`src/rtl/lsu_pkg.sv`:
```
// Shared types and helpers for the load/store unit: func3 codes, FSM states, byte-enable seeds.
package lsu_pkg;

  typedef enum logic [2:0] {
    F3_B  = 3'b000,
    F3_H  = 3'b001,
    F3_W  = 3'b010,
    F3_BU = 3'b100,
    F3_HU = 3'b101
  } func3_t;

  typedef enum logic [1:0] {
    S_IDLE  = 2'd0,
    S_ISSUE = 2'd1,
    S_WAIT  = 2'd2,
    S_RESP  = 2'd3
  } lsu_state_t;

  localparam logic [3:0] BE_BYTE = 4'b0001;
  localparam logic [3:0] BE_HALF = 4'b0011;
  localparam logic [3:0] BE_WORD = 4'b1111;

  // Illegal width code or an address not aligned to the access width.
  function automatic logic access_fault(input logic store, input logic [2:0] func3,
                                        input logic [1:0] off);
    logic illegal;
    logic misaligned;
    illegal    = store ? (func3 >= 3'b011) : ((func3 == 3'b011) || (func3[2:1] == 2'b11));
    misaligned = ((func3[1:0] == 2'b01) && off[0]) || ((func3 == F3_W) && (off != 2'b00));
    return illegal || misaligned;
  endfunction

endpackage

```
`src/rtl/load_extend.sv`:
```
// Selects the addressed byte/half of a memory word and sign- or zero-extends it.
module load_extend
  import lsu_pkg::*;
#(
  parameter int XLEN = 32
) (
  input  logic [2:0]      func3,
  input  logic [1:0]      off,
  input  logic [XLEN-1:0] word,
  output logic [XLEN-1:0] data
);

  logic [7:0]  lane_b;
  logic [15:0] lane_h;

  always_comb begin
    lane_b = word[{off, 3'b000} +: 8];
    lane_h = word[{off[1], 4'b0000} +: 16];
    data   = word;
    case (func3)
      F3_B:    data = {{(XLEN-8){lane_b[7]}}, lane_b};
      F3_H:    data = {{(XLEN-16){lane_h[15]}}, lane_h};
      F3_BU:   data = {{(XLEN-8){1'b0}}, lane_b};
      F3_HU:   data = {{(XLEN-16){1'b0}}, lane_h};
      default: data = word;
    endcase
  end

endmodule

```
`src/rtl/load_store_unit.sv`:
```
// One-at-a-time load/store sequencer: load 3 cycles, store 2, fault 1 from accept to response.
// req_ready only in IDLE; the response is a single pulse with no backpressure.
module load_store_unit
  import lsu_pkg::*;
#(
  parameter int XLEN = 32
) (
  input  logic            clk,
  input  logic            rst_n,
  input  logic            req_valid,
  output logic            req_ready,
  input  logic            req_store,
  input  logic [2:0]      req_func3,
  input  logic [XLEN-1:0] req_addr,
  input  logic [XLEN-1:0] req_wdata,
  output logic            resp_valid,
  output logic [XLEN-1:0] resp_rdata,
  output logic            resp_fault,
  output logic [XLEN-1:0] mem_addr,
  output logic [2:0]      mem_func3,
  output logic            mem_we,
  output logic            mem_re,
  output logic [3:0]      mem_be,
  output logic [XLEN-1:0] mem_wdata,
  input  logic [XLEN-1:0] mem_rdata
);

  lsu_state_t      state, state_nxt;
  logic [XLEN-1:0] addr_q, wdata_q, rdata_q, ext_data, wdata_in;
  logic [2:0]      func3_q;
  logic [3:0]      be_q, be_in;
  logic            store_q, fault_q, accept, fault_in;

  assign accept   = req_valid && req_ready;
  assign fault_in = access_fault(req_store, req_func3, req_addr[1:0]);

  always_ff @(posedge clk or negedge rst_n) begin
    if (!rst_n) state <= S_IDLE;
    else        state <= state_nxt;
  end

  always_comb begin
    state_nxt = state;
    case (state)
      S_IDLE:  if (accept) state_nxt = fault_in ? S_RESP : S_ISSUE;
      S_ISSUE: state_nxt = store_q ? S_RESP : S_WAIT;
      S_WAIT:  state_nxt = S_RESP;
      S_RESP:  state_nxt = S_IDLE;
      default: state_nxt = S_IDLE;
    endcase
  end

  always_comb begin
    req_ready  = 1'b0;
    mem_re     = 1'b0;
    mem_we     = 1'b0;
    resp_valid = 1'b0;
    case (state)
      S_IDLE:  req_ready = 1'b1;
      S_ISSUE: begin
        mem_re = !store_q;
        mem_we = store_q;
      end
      S_RESP:  resp_valid = 1'b1;
      default: ;
    endcase
  end

  // Narrow stores are replicated across lanes so memory only needs the byte enables.
  always_comb begin
    be_in    = BE_WORD;
    wdata_in = req_wdata;
    case (req_func3)
      F3_B: begin
        be_in    = BE_BYTE << req_addr[1:0];
        wdata_in = {(XLEN/8){req_wdata[7:0]}};
      end
      F3_H: begin
        be_in    = BE_HALF << {req_addr[1], 1'b0};
        wdata_in = {(XLEN/16){req_wdata[15:0]}};
      end
      default: ;
    endcase
  end

  load_extend #(.XLEN(XLEN)) u_load_extend (
    .func3 (func3_q),
    .off   (addr_q[1:0]),
    .word  (mem_rdata),
    .data  (ext_data)
  );

  always_ff @(posedge clk or negedge rst_n) begin
    if (!rst_n) begin
      addr_q  <= '0;
      wdata_q <= '0;
      rdata_q <= '0;
      func3_q <= '0;
      be_q    <= '0;
      store_q <= 1'b0;
      fault_q <= 1'b0;
    end else if (accept) begin
      addr_q  <= req_addr;
      func3_q <= req_func3;
      store_q <= req_store;
      fault_q <= fault_in;
      rdata_q <= '0;
      be_q    <= (req_store && !fault_in) ? be_in : 4'b0000;
      wdata_q <= (req_store && !fault_in) ? wdata_in : '0;
    end else if (state == S_WAIT) begin
      rdata_q <= ext_data;
    end
  end

  assign mem_addr   = addr_q;
  assign mem_func3  = func3_q;
  assign mem_be     = be_q;
  assign mem_wdata  = wdata_q;
  assign resp_rdata = rdata_q;
  assign resp_fault = fault_q;

endmodule

```
`config.mk`:
```
export PLATFORM = sky130hd
export DESIGN_NAME = load_store_unit
export DESIGN_NICKNAME = d
export VERILOG_FILES = /design/src/rtl/lsu_pkg.sv /design/src/rtl/load_extend.sv /design/src/rtl/load_store_unit.sv
export SDC_FILE = /design/constraint.sdc
export NUM_CORES = 1
export LEC_CHECK = 0
export CAP_MARGIN = 20
export CORE_ASPECT_RATIO = 0.6
export CORE_MARGIN = 2
export CORE_UTILIZATION = 40
export DETAILED_ROUTE_END_ITERATION = 8
export PLACE_DENSITY = 0.89
export SYNTH_ARGS = -nofsm -noshare
export SYNTH_HDL_FRONTEND = slang
export SYNTH_SLANG_ARGS = --single-unit
```
`constraint.sdc`:
```
create_clock -name clk -period 1.5 [get_ports clk]
set_input_delay 0.375 -clock clk [delete_from_list [all_inputs] [get_ports clk]]
set_output_delay 0.375 -clock clk [all_outputs]
set_load 0.01 [all_outputs]
```
==> results.py <==
metrics = {
    "outcome": {
        "status": "finished with violations",
        "violations": "negative setup slack",
    },
    "logic_synthesis": {
        "ys_ff_latch": 107,
        "synth_top_area_cell": "dfrtp_1",
        "syn_nets": 671,
        "synth_ff_type": "dfrtp_1",
        "synth_cell_type_count": 42,
        "netlist_area_sq_mm": 0.00529,
        "synth_cells": 564,
        "synth_seq_area_share_pct": 50.7,
        "yosysMostFrequentCell": "nand2_1",
        "synth_warnings": 0,
        "synthArstFlopShare_pct": 100,
        "synth_area_leaders": "dfrtp_1 51%, nand2_1 12%, mux2i_1 6.6%, o21ai_0 3.9%, a21oi_1 2.5%",
        "synth-edff-count": 0,
        "synth_top_area_share_pct": 50.7,
        "avgSynthCellArea_sq_um": 9.37,
        "synthTopCellsByCount": "164 x nand2_1, 107 x dfrtp_1, 41 x o21ai_0",
    },
    "timing": {
        "setup_viol": 109,
        "max_freq_mhz": 580,
        "rsz0062_at_grt": "true",
        "hold_viol_final": 0,
        "whs_ns": 0.0352,
        "setup_ws_ns": -0.224,
        "period_share_pct": 115,
        "drv_slew": 0,
        "tightest_slew_ns": 0.503,
        "slew_headroom_pct": 66.5,
        "period_needed_ns": 1.72,
        "skew_ns": 0.0134,
    },
    "setup_path": {
        "slowest_delay_ns": 0.57,
        "timing.rr.start": "mem_addr[1]",
        "cp_top_family": "multiplexers",
        "slowest_stage": "mux4_2",
        "crit_fanout": 8,
        "timing.reg2reg.setup_slack_ns": -0.22,
        "end_kind": "register",
        "reg2reg_depth": 4,
        "r2r-end": "resp_rdata[18]",
        "path_class": "register to register",
        "worstPathArrival_ns": 1.95,
        "path_buf_inv": 0,
        "cp_num_cells": 4,
        "cp-start-kind": "register",
        "worstPathCellList": "mux4_2, or2_4, nand3_4, o21ai_2",
        "startpoint": "mem_addr[1]",
        "required_ns": 1.72,
        "endpoint": "resp_rdata[18]",
    },
    "clock_tree": {
        "cts.clk_slew.worst_paths_ns": 0.09,
        "cts_buffer_depth": 2,
        "clock-root-buffer": "clkbuf_16",
        "cts-htree-levels": 3,
        "clk_latency_ns": 0.35,
        "clock_sinks": 107,
        "cts_inserted_buffers": 9,
        "cts_tree": "yes",
        "cts-hold-fix-buffers": 0,
    },
    "placement": {
        "place_hpwl_microns": 13200,
        "dpl_cell_area_sq_mm": 0.00813,
        "post-place-cells": 981,
        "pre_cts_ws_ns": -0.548,
        "gp_congestion": 0.901,
        "portBuffers": 210,
    },
    "power_and_ir_drop": {
        "power.leakage_nw": 4.76,
        "powerDensity_mw_per_mm2": 1810,
        "ir_worst_vdd_v": 0.00110,
    },
    "flow_run": {
        "maxCapViolCount": 0,
    },
    "drt": {
        "wl_per_cell_microns": 23.0,
        "totalWireLength_microns": 23800,
        "drc": 0,
        "drtAntennaViolNets": 0,
        "vias_per_cell": 5.80,
        "drt-initial-drc-count": 547,
        "dr.pass1.iters": 5,
        "vias": 5995,
    },
    "die": {
        "rows": 32,
        "die_w_microns": 152,
        "pin_count": 211,
        "floorplan.initialDensity_pct": 41.1,
        "die_area_sq_mm": 0.0142,
        "core_sq_mm": 0.0129,
        "die_y_microns": 93.0,
    },
    "global_routing": {
        "grt_antenna_before_repair": 0,
        "grt_pass1_vias": 5510,
        "grt.total_usage_pct": 27.1,
        "grt_pass1_wl_microns": 30200,
        "grt.overflow.total": 0,
        "grt_max_degree": 71,
    },
    "min_path": {
        "hp-class": "input pin to asynchronous set/reset pin",
    },
    "layout": {
        "final_area_sq_mm": 0.0100,
        "fin_util_pct": 77.9,
        "synthToLayoutAreaGrowth_pct": 89.3,
        "finalNetCount": 966,
        "final_cells": 1034,
        "diodes": 0,
        "drive_gt1_share_pct": 35.0,
        "nFillCells": 776,
    },
}
-- logic make-up after synthesis --
logic type	count (synthesis)	synth area share [%]
mux	36	7.05
buf+inv	48	4.24
fa+ha+maj	4	0.947
simple gates	224	19.0
compound gates	145	18.2
flops	107	50.7
-- layer usage --
layer	track usage [%]	vias to the layer above	part of all wire, %
met1	40.3	2919	41
met5	0	-	0
met3	7.28	64	10
li1	-	2577	-
met4	4.55	0	2.6
met2	40.4	435	46
-- placed cells by master (no fill, tap or decap), drive strengths merged, types with 11 or more instances in the layout --
| cell type | Yosys | final |
|---|---|---|
| nor2b | 11 | 11 |
| mux2i | 35 | 35 |
| o21ai | 52 | 52 |
| dfrtp | 107 | 107 |
| clkbuf | 27 | 19 |
| and3 | 16 | 16 |
| o31ai | 16 | 16 |
| dlygate4sd2 | 0 | 103 |
| a21oi | 26 | 26 |
| nand2 | 164 | 166 |
| buf | 16 | 112 |
| clkdlybuf4s50 | 0 | 98 |
-- power by group --
part	internal (W)	switching (W)	leakage, nW
sequential	0.00401	0.000853	1.39
clock	0.00133	0.00120	0.150
combinational	0.00534	0.00541	3.22
-- final cells by class --
type	instances	area [sq um]	share of cell area, %
Timing Repair Buffer	324	3440	34.4
Multi-Input combinational cell	412	3340	33.4
Sequential cell	107	2680	26.8
Clock buffer	9	225	2.25
Tap cell	170	213	2.13
Clock inverter	7	82.6	0.825
Inverter	5	21.3	0.212
-- flip-flops by register name, indices dropped and copies added, names as in the netlist --
name and count:
mem_func3 3, store_q 1, mem_wdata 32, state 2, mem_addr 32, resp_rdata 32
resp_fault 1, mem_be 4
-- timing repair --
item,in CTS,in global routing
gates cloned,9,14
pin swaps,27,62
resized for setup,266,158
setup endpoints to repair,209,112
buffers inserted,9,8
-- per-stage QoR --
stage                     setup TNS (ns)  power, W
after floorplan                   -0.988   0.00833
after global placement            -26.74    0.0124
after detailed placement          -31.05    0.0126
after CTS                          -4.62    0.0160
after global routing              -15.48    0.0190
final                             -11.64    0.0181
-- worst min-delay path by stage --
stage | endpoint | startpoint | slack, ns | cells after the start
2_1_floorplan | mem_addr[0] | rst_n | 0.08 | 0
3_3_place_gp | mem_wdata[31] | rst_n | 0.42 | 2
3_5_place_dp | mem_wdata[31] | rst_n | 0.42 | 2
4_1_cts | mem_wdata[31] | rst_n | 0.05 | 2
5_1_grt | mem_wdata[1] | rst_n | 0.05 | 2
6_report | mem_wdata[14] | rst_n | 0.04 | 2
Note: power is estimated with default switching activity, not from simulation.
